### config.mk
export PLATFORM = sky130hd
export DESIGN_NAME = mem_sram_ctrl
export DESIGN_NICKNAME = d
export VERILOG_FILES = /design/src/rtl/mem_sram_ctrl.sv
export SDC_FILE = /design/constraint.sdc
export NUM_CORES = 1
export LEC_CHECK = 0
export BUFFER_PORTS_ARGS = -buffer_cell sky130_fd_sc_hd__buf_2
export CAP_MARGIN = 30
export CELL_PAD_IN_SITES_DETAIL_PLACEMENT = 0
export CELL_PAD_IN_SITES_GLOBAL_PLACEMENT = 1
export CORE_AREA = 5 5 413 415
export DETAILED_ROUTE_END_ITERATION = 12
export DIE_AREA = 0 0 418 420
export PLACE_DENSITY = 0.6
export SKIP_LAST_GASP = 1
export SYNTH_ARGS = -nofsm -noshare
export SYNTH_HDL_FRONTEND = slang
export SYNTH_SLANG_ARGS = --single-unit
export TNS_END_PERCENT = 1
### constraint.sdc
create_clock -name clk -period 14.2 [get_ports clk]
set_input_delay 0.71 -clock clk [delete_from_list [all_inputs] [get_ports clk]]
set_output_delay 0.71 -clock clk [all_outputs]
set_load 0.03 [all_outputs]
### src/rtl/mem_sram_ctrl.sv
// Single-bank SRAM line controller: two-stage request pipeline (strobe, capture)
// feeding an in-order response FIFO, with credit-based request back-pressure.
module mem_sram_ctrl #(
  parameter logic [3:0]  BANK_ID   = 4'd0,
  parameter int unsigned RSP_DEPTH = 4
) (
  input  logic         clk,
  input  logic         rst_n,
  input  logic         req_valid,
  output logic         req_ready,
  input  logic         req_write,
  input  logic [18:0]  req_addr,
  input  logic [255:0] req_wdata,
  output logic         rsp_valid,
  input  logic         rsp_ready,
  output logic [255:0] rsp_data,
  output logic         rsp_err,
  output logic         sram_cs,
  output logic         sram_read,
  output logic         sram_write,
  output logic [3:0]   sram_id,
  output logic [18:0]  sram_addr,
  output logic [255:0] sram_wdata,
  input  logic [255:0] sram_rdata
);

  localparam int unsigned PtrW = $clog2(RSP_DEPTH);
  localparam int unsigned CntW = $clog2(RSP_DEPTH + 1);
  localparam logic [PtrW-1:0] PtrLast  = PtrW'(RSP_DEPTH - 1);
  localparam logic [CntW-1:0] DepthCnt = CntW'(RSP_DEPTH);
  localparam logic [CntW:0]   DepthLim = (CntW + 1)'(RSP_DEPTH);

  // Pipeline and control state
  logic            ready_en_q, ready_en_d;
  logic            s1_rsp_q, s1_rsp_d;   // S1 holds a response-producing request
  logic            s1_err_q, s1_err_d;
  logic            s2_rsp_q, s2_rsp_d;   // S2 pushes into the FIFO this cycle
  logic            s2_err_q, s2_err_d;
  logic            sram_cs_q, sram_cs_d;
  logic            sram_read_q, sram_read_d;
  logic            sram_write_q, sram_write_d;
  logic [18:0]     sram_addr_q, sram_addr_d;
  logic [255:0]    sram_wdata_q, sram_wdata_d;

  // Response FIFO state
  logic [PtrW-1:0] wr_ptr_q, wr_ptr_d;
  logic [PtrW-1:0] rd_ptr_q, rd_ptr_d;
  logic [CntW-1:0] count_q, count_d;
  logic [255:0]    fifo_data_q [RSP_DEPTH];
  logic            fifo_err_q  [RSP_DEPTH];

  logic            accept, hit, push, pop;
  logic [CntW:0]   used;
  logic [255:0]    push_data;

  // Handshake, credit accounting and FIFO head outputs
  always_comb begin
    used      = {1'b0, count_q} + {{CntW{1'b0}}, s1_rsp_q} + {{CntW{1'b0}}, s2_rsp_q};
    // Pops are not credited until count_q drops, which keeps credits conservative.
    req_ready = ready_en_q && (used < DepthLim);
    accept    = req_valid && req_ready;
    hit       = (req_addr[18:15] == BANK_ID);
    rsp_valid = (count_q != '0);
    pop       = rsp_valid && rsp_ready;
    push      = s2_rsp_q;
    push_data = s2_err_q ? '0 : sram_rdata;
    rsp_data  = rsp_valid ? fifo_data_q[rd_ptr_q] : '0;
    rsp_err   = rsp_valid ? fifo_err_q[rd_ptr_q] : 1'b0;
  end

  // Next-state for the request pipeline and SRAM strobes
  always_comb begin
    ready_en_d   = 1'b1;
    s1_rsp_d     = accept && (!req_write || !hit);
    s1_err_d     = accept && !hit;
    s2_rsp_d     = s1_rsp_q;
    s2_err_d     = s1_err_q;
    sram_cs_d    = accept && hit;
    sram_read_d  = accept && hit && !req_write;
    sram_write_d = accept && hit && req_write;
    sram_addr_d  = sram_addr_q;
    sram_wdata_d = sram_wdata_q;
    if (accept) begin
      sram_addr_d  = req_addr;
      sram_wdata_d = req_wdata;
    end
  end

  // Next-state for FIFO pointers and occupancy
  always_comb begin
    wr_ptr_d = wr_ptr_q;
    rd_ptr_d = rd_ptr_q;
    count_d  = count_q;
    if (push) begin
      wr_ptr_d = (wr_ptr_q == PtrLast) ? '0 : wr_ptr_q + 1'b1;
    end
    if (pop) begin
      rd_ptr_d = (rd_ptr_q == PtrLast) ? '0 : rd_ptr_q + 1'b1;
    end
    if (push && !pop) begin
      count_d = count_q + 1'b1;
    end else if (!push && pop) begin
      count_d = count_q - 1'b1;
    end
  end

  // Control registers; reset discards everything in flight
  always_ff @(posedge clk or negedge rst_n) begin
    if (!rst_n) begin
      ready_en_q   <= 1'b0;
      s1_rsp_q     <= 1'b0;
      s1_err_q     <= 1'b0;
      s2_rsp_q     <= 1'b0;
      s2_err_q     <= 1'b0;
      sram_cs_q    <= 1'b0;
      sram_read_q  <= 1'b0;
      sram_write_q <= 1'b0;
      sram_addr_q  <= '0;
      sram_wdata_q <= '0;
      wr_ptr_q     <= '0;
      rd_ptr_q     <= '0;
      count_q      <= '0;
    end else begin
      ready_en_q   <= ready_en_d;
      s1_rsp_q     <= s1_rsp_d;
      s1_err_q     <= s1_err_d;
      s2_rsp_q     <= s2_rsp_d;
      s2_err_q     <= s2_err_d;
      sram_cs_q    <= sram_cs_d;
      sram_read_q  <= sram_read_d;
      sram_write_q <= sram_write_d;
      sram_addr_q  <= sram_addr_d;
      sram_wdata_q <= sram_wdata_d;
      wr_ptr_q     <= wr_ptr_d;
      rd_ptr_q     <= rd_ptr_d;
      count_q      <= count_d;
    end
  end

  // FIFO storage; contents are only meaningful below count_q, so no reset
  always_ff @(posedge clk) begin
    if (push) begin
      fifo_data_q[wr_ptr_q] <= push_data;
      fifo_err_q[wr_ptr_q]  <= s2_err_q;
    end
  end

  assign sram_cs    = sram_cs_q;
  assign sram_read  = sram_read_q;
  assign sram_write = sram_write_q;
  assign sram_id    = BANK_ID;
  assign sram_addr  = sram_addr_q;
  assign sram_wdata = sram_wdata_q;

`ifndef SYNTHESIS
  a_no_rd_wr: assert property (@(posedge clk) disable iff (!rst_n)
    !(sram_read && sram_write));
  a_no_overflow: assert property (@(posedge clk) disable iff (!rst_n)
    (push && !pop) |-> (count_q < DepthCnt));
  a_bank_match: assert property (@(posedge clk) disable iff (!rst_n)
    sram_cs |-> (sram_id == sram_addr[18:15]));
`endif

endmodule
After elaboration in Yosys (flattened, before gate mapping)
Memories as Yosys holds them, arrays and structs flattened.
Cells that the tools add are included.
{"block": "word_totals", "ff_bits": 290, "ram_bits": 1028, "in_bits": 536, "out_inout_bits": 541, "word_cells": 51, "memories": 2}
{"name": "fifo_data_q", "depth": 4, "width": 256, "read_ports": 1, "rd_clocked_by_memory_dff": 0, "write_ports": 1, "line": "49", "source": "logic [255:0] fifo_data_q [RSP_DEPTH];"}
{"name": "fifo_err_q", "depth": 4, "width": 1, "read_ports": 1, "rd_clocked_by_memory_dff": 0, "write_ports": 1, "line": "50", "source": "logic fifo_err_q [RSP_DEPTH];"}
{"block": "op_classes", "add_sub_neg": 6, "n_lt_le_gt_ge": 1, "n_eq_ne": 2, "mux": 9, "reduce_logical": 18}
{"operator": "two-way mux 256 bit", "n": 2}
{"operator": "logical AND 1 bit", "n": 10}
{"operator": "two-way mux 3 bit", "n": 2}
{"operator": "adder 2 x 1 -> 2 bit, second input constant", "n": 2}
{"operator": "adder 3 x 1 -> 4 bit", "n": 1}
{"operator": "adder 4 x 1 -> 4 bit", "n": 1}
{"operator": "equality test 2 bit, second input constant", "n": 2}
{"operator": "zero test 1 bit", "n": 4}
{"operator": "zero test 4 bit", "n": 1}
{"operator": "less-than comparator 4 x 3 -> 1 bit, second input constant", "n": 1}
{"operator": "two-way mux 2 bit", "n": 2}
{"operator": "adder 3 x 1 -> 3 bit, second input constant", "n": 1}
{"operator": "two-way mux 1 bit", "n": 3}
{"operator": "nonzero test 3 bit", "n": 1}
{"operator": "subtractor 3 x 1 -> 3 bit, second input constant", "n": 1}
{"operator": "nonzero test 2 bit", "n": 1}
{"operator": "logical OR 1 bit", "n": 1}

Logic depth before layout (Yosys ltp)
{"block": "logic_depth", "word_depth": 7, "mapped_depth": 9, "mapped_depth_nobuf": 8}

Least setup slack after synthesis
No wires, ideal clock.
{"block": "synth_path", "path_kind": "reg2reg", "start": "register wr_ptr_q[0]", "end": "memory fifo_data_q[0][0] (enable)", "setup_ns": 0.649, "arrival_time_ns": 6.448, "setup_slack_ns": 7.102, "path_stages_with_launch": 4, "path_buffers": 0, "path_cell_list": "dfrtp_1 -> inv_1 -> ha_1 -> and2_1"}
{"element": "from (decl)", "line": "46", "source": "logic [PtrW-1:0] wr_ptr_q, wr_ptr_d;"}
{"element": "from (signal assigned)", "line": "134", "source": "wr_ptr_q <= wr_ptr_d;"}
{"element": "to (decl)", "line": "49"}
Straight into the memory's write port.

Worst setup path in the final report
{"block": "layout_path", "start": "register rd_ptr_q[0]", "end": "output rsp_data[160]"}
{"block": "layout_between", "elab_chain_cells": 2}
{"element": "from (decl)", "line": "47", "source": "logic [PtrW-1:0] rd_ptr_q, rd_ptr_d;"}
{"element": "from (signal assigned)", "line": "135", "source": "rd_ptr_q <= rd_ptr_d;"}
{"element": "memory read (4 x 256 bit)"}
{"element": "two-way mux 256 bit", "line": "67", "source": "rsp_data = rsp_valid ? fifo_data_q[rd_ptr_q] : '0;"}
{"element": "to (decl)", "line": "16", "source": "output logic [255:0] rsp_data,"}
Every way passes these cells.

==> metrics <==
status finished, final reports clean; CTS sink cnt between 1,000 and 1,500; Finished Layout Cells around 6,000; worst relative slew slack 0.334; combinational share of power 0.403; Die Wd around 420 um; worst flop-to-flop path endpoint fifo_data_q[3][196]; hold_ws ~0.12 ns; total of fill cells in the finished design about 16,000; first-pass GRT wire length 223 mm; Max Cap Violations 0; wire length per cell between 20 and 30 um; startpoint types register; Setup TNS Final 0 ns; largest net degree at the start of global routing ~160; CP required between 10 and 15 ns; router iterations before antenna repair 5; RSZ-0062 raised after global routing no; post-detail-place hpwl approximately 110 mm; r2r setup slk about 10 ns; multi-input combinational cell area roughly 12,000 sq um; grt ovf 0; Setup Skew slightly below 0.04 ns; Worst-Margin Slew 0.999 ns; Final Power 15.0 mW; Max Freq between 0.15 and 0.2 GHz; Synth area leaders edfxtp_1, dfrtp_1, mux4_2; min cycle time layout between 5 and 6 ns; initial core utilization 0.309; Syn-to-layout area delta 24.4%; Core Util, Final 0.385; Ports approximately 1,100; Post-Synth XOR/XNOR Area 0.000511; Crit Path Max Fanout 37; Final Hold Fails 0; adder-cell area share of the yosys netlist 0.00209; die height roughly 420 um; CTS Root Cell clkbuf_16; Inst Count DP 5,724; IO buf count about 1,100; Layout Nets 4,217; Clk pwr share 0.249; Pwr per Cell Area 234 nW/um^2; max-slew violation count 0; vias per std cell 4.68; Compound-Gate Fraction of Synth Area 0.000875; Synth top area share 0.600; Sw Ratio 0.394; Avg Inst Size Synth 20.1 sq um; worst skew pair latency slightly above 0.8 ns; fin crit share 0.393; row count 150; Mapped Cells about 2,600; area leader, netlist edfxtp_1; Reg power frac 0.349; Worst Min Path Start req_write; DRC violations left 0; vias in the first global route 29,800; critical path class register to primary output; CTS tree done; worst vdd ir 0.145 mV; Internal Pwr Total just over 9 mW; Ys Warns 0; post-synth cell types 27; main combinational cell family by area after synthesis multiplexers; Seq cells post-synth 1,318; hold endpoint sram_read; Worst setup EP type primary output; layout cells sized above 1 0.492; initial antenna violation count 110; Setup Viol. Count Final 0; reg2reg start push; RD Place Congestion 0.830; Die ar. about 180,000 sq um; via count roughly 28,000; drt total wl roughly 160 mm; Worst Path Arrival between 4 and 5 ns; cts repair resizes 0; Leak Pwr about 24 nW; worst hold path type primary input to register; synthesized area 51,400 sq um; total global-route track usage 0.177; r2r worst-path depth 4; Seq/Total Area, Yosys 0.741; final antenna-violating net count 0; clock buffer count from CTS about 150; H-Tree Depth 4; simple-gate area share of the yosys netlist 0.0641; DRT iter0 DRCs approximately 1,700; mux share of post-synthesis cell area 0.173; register area approximately 38,000 sq um; Sw Pwr between 5 and 6 mW; Clock Pin Slew Worst Setup and Hold Paths about 0.060 ns; core area about 170,000 sq um; Worst Hold Depth 2; maximum clock path buffer count 3
cells by family after synthesis:
logic type	count (synthesis)
adder cells (fa/ha/maj)	8
AND/OR/NAND/NOR	530
other	2
XOR/XNOR	3
buffers and inverters	153
AO/OA/AOI/OAI	7
multiplexers	535
flip-flops	1318
worst max-delay path by stage:
stage / depth (start not counted) / slack [ns] / to / from
6_report: 6 / 8.63 / rsp_data[160] / rd_ptr_q[0]
5_1_grt: 6 / 8.09 / rsp_data[158] / rd_ptr_q[0]
4_1_cts: 6 / 8.33 / rsp_data[160] / rd_ptr_q[0]
3_5_place_dp: 6 / 9.23 / rsp_data[160] / rd_ptr_q[0]
3_3_place_gp: 6 / 9.21 / rsp_data[0] / rd_ptr_q[0]
2_1_floorplan: 3 / 7.10 / fifo_data_q[0][0] / wr_ptr_q[0]
per-stage QoR:
stage	setup slack, ns	cell area [sq um]
final	8.63	64000
after global routing	8.09	64000
after CTS	8.33	63900
after detailed placement	9.23	59100
after global placement	9.21	59100
after floorplan	7.10	51500
synthesized netlist by cell type:
cell and n:
dfrtp_1 290, nor2b_1 257, inv_1 4, edfxtp_1 1028, and2_1 262, o21a_1 1
mux4_2 257, clkbuf_1 61, nor3b_1 1, xor2_1 2, nor2_1 4, o211a_1 1
a21oi_1 2, nor4_1 1, mux2_2 278, xnor2_1 1, o211ai_1 1, and3_1 1
or3_1 1, buf_4 31, buf_6 25, conb_1 2, fa_1 1, buf_2 32
o21ai_0 2, nand2_1 3, ha_1 7
layout make-up:
| type | count | share of cell area |
|---|---|---|
| clock inverters | 79 | 0.0114 |
| multi-input cells | 1088 | 0.194 |
| repair buffers | 1113 | 0.0914 |
| flip-flops and latches | 1318 | 0.596 |
| well taps | 2204 | 0.0431 |
| diodes | 36 | 0.00141 |
| inverters | 4 | 0.000235 |
| clock buffers | 187 | 0.0624 |
registers in the layout, summed over array words and instances, names as in the netlist, 2 cells and up:
| signal | flops |
|---|---|
| wr_ptr_q | 2 |
| rd_ptr_q | 2 |
| sram_addr | 19 |
| sram_wdata | 256 |
| count_q | 3 |
| fifo_data_q | 1024 |
| fifo_err_q | 4 |
placed cells by master, fill, tap and decap left out, drive strengths merged:
master / n
or3: 1
dfrtp: 290
clkinvlp: 2
conb: 5
fa: 1
nand2: 3
o211a: 1
edfxtp: 1028
inv: 13
xor2: 2
clkbuf: 187
nor2b: 257
diode: 36
and3: 1
buf: 1112
nor2: 4
a21oi: 2
xnor2: 1
nor3b: 1
o211ai: 1
dlygate4sd3: 1
mux2: 278
nor4: 1
o21a: 1
mux4: 257
ha: 7
clkinv: 60
o21ai: 2
bufinv: 8
and2: 262
critical path: stages (launching register included):
cell,delay (ns)
dfrtp_4,0.83
buf_4,0.74
buf_4,0.71
buf_4,0.74
mux4_2,0.59
and2_1,0.17
buf_2,0.18
timing repair:
item / CTS / global route
hold endpoints to repair: 71 / 0
setup buffers: 0 / 0
hold buffers: 1 / 0
power groups by stage:
stage	sequential, mW	clock [mW]	combinational (mW)
final	5.22	3.72	6.02
after global routing	5.30	4.01	6.32
after CTS	5.23	3.84	6.17
after detailed placement	5.30	0	6.17
after global placement	5.28	0	6.16
after floorplan	6.07	0	3.27
layer usage:
layer	GRT usage	part of all wire	up-vias	wire (um)
met4	0.0760	0.048	92	7670
met1	0.179	0.33	14600	53200
met5	0	0.0040	-	639
met2	0.328	0.54	950	85700
met3	0.0648	0.076	386	12100
li1	-	-	12200	-
(Power assumes the default switching activity.)
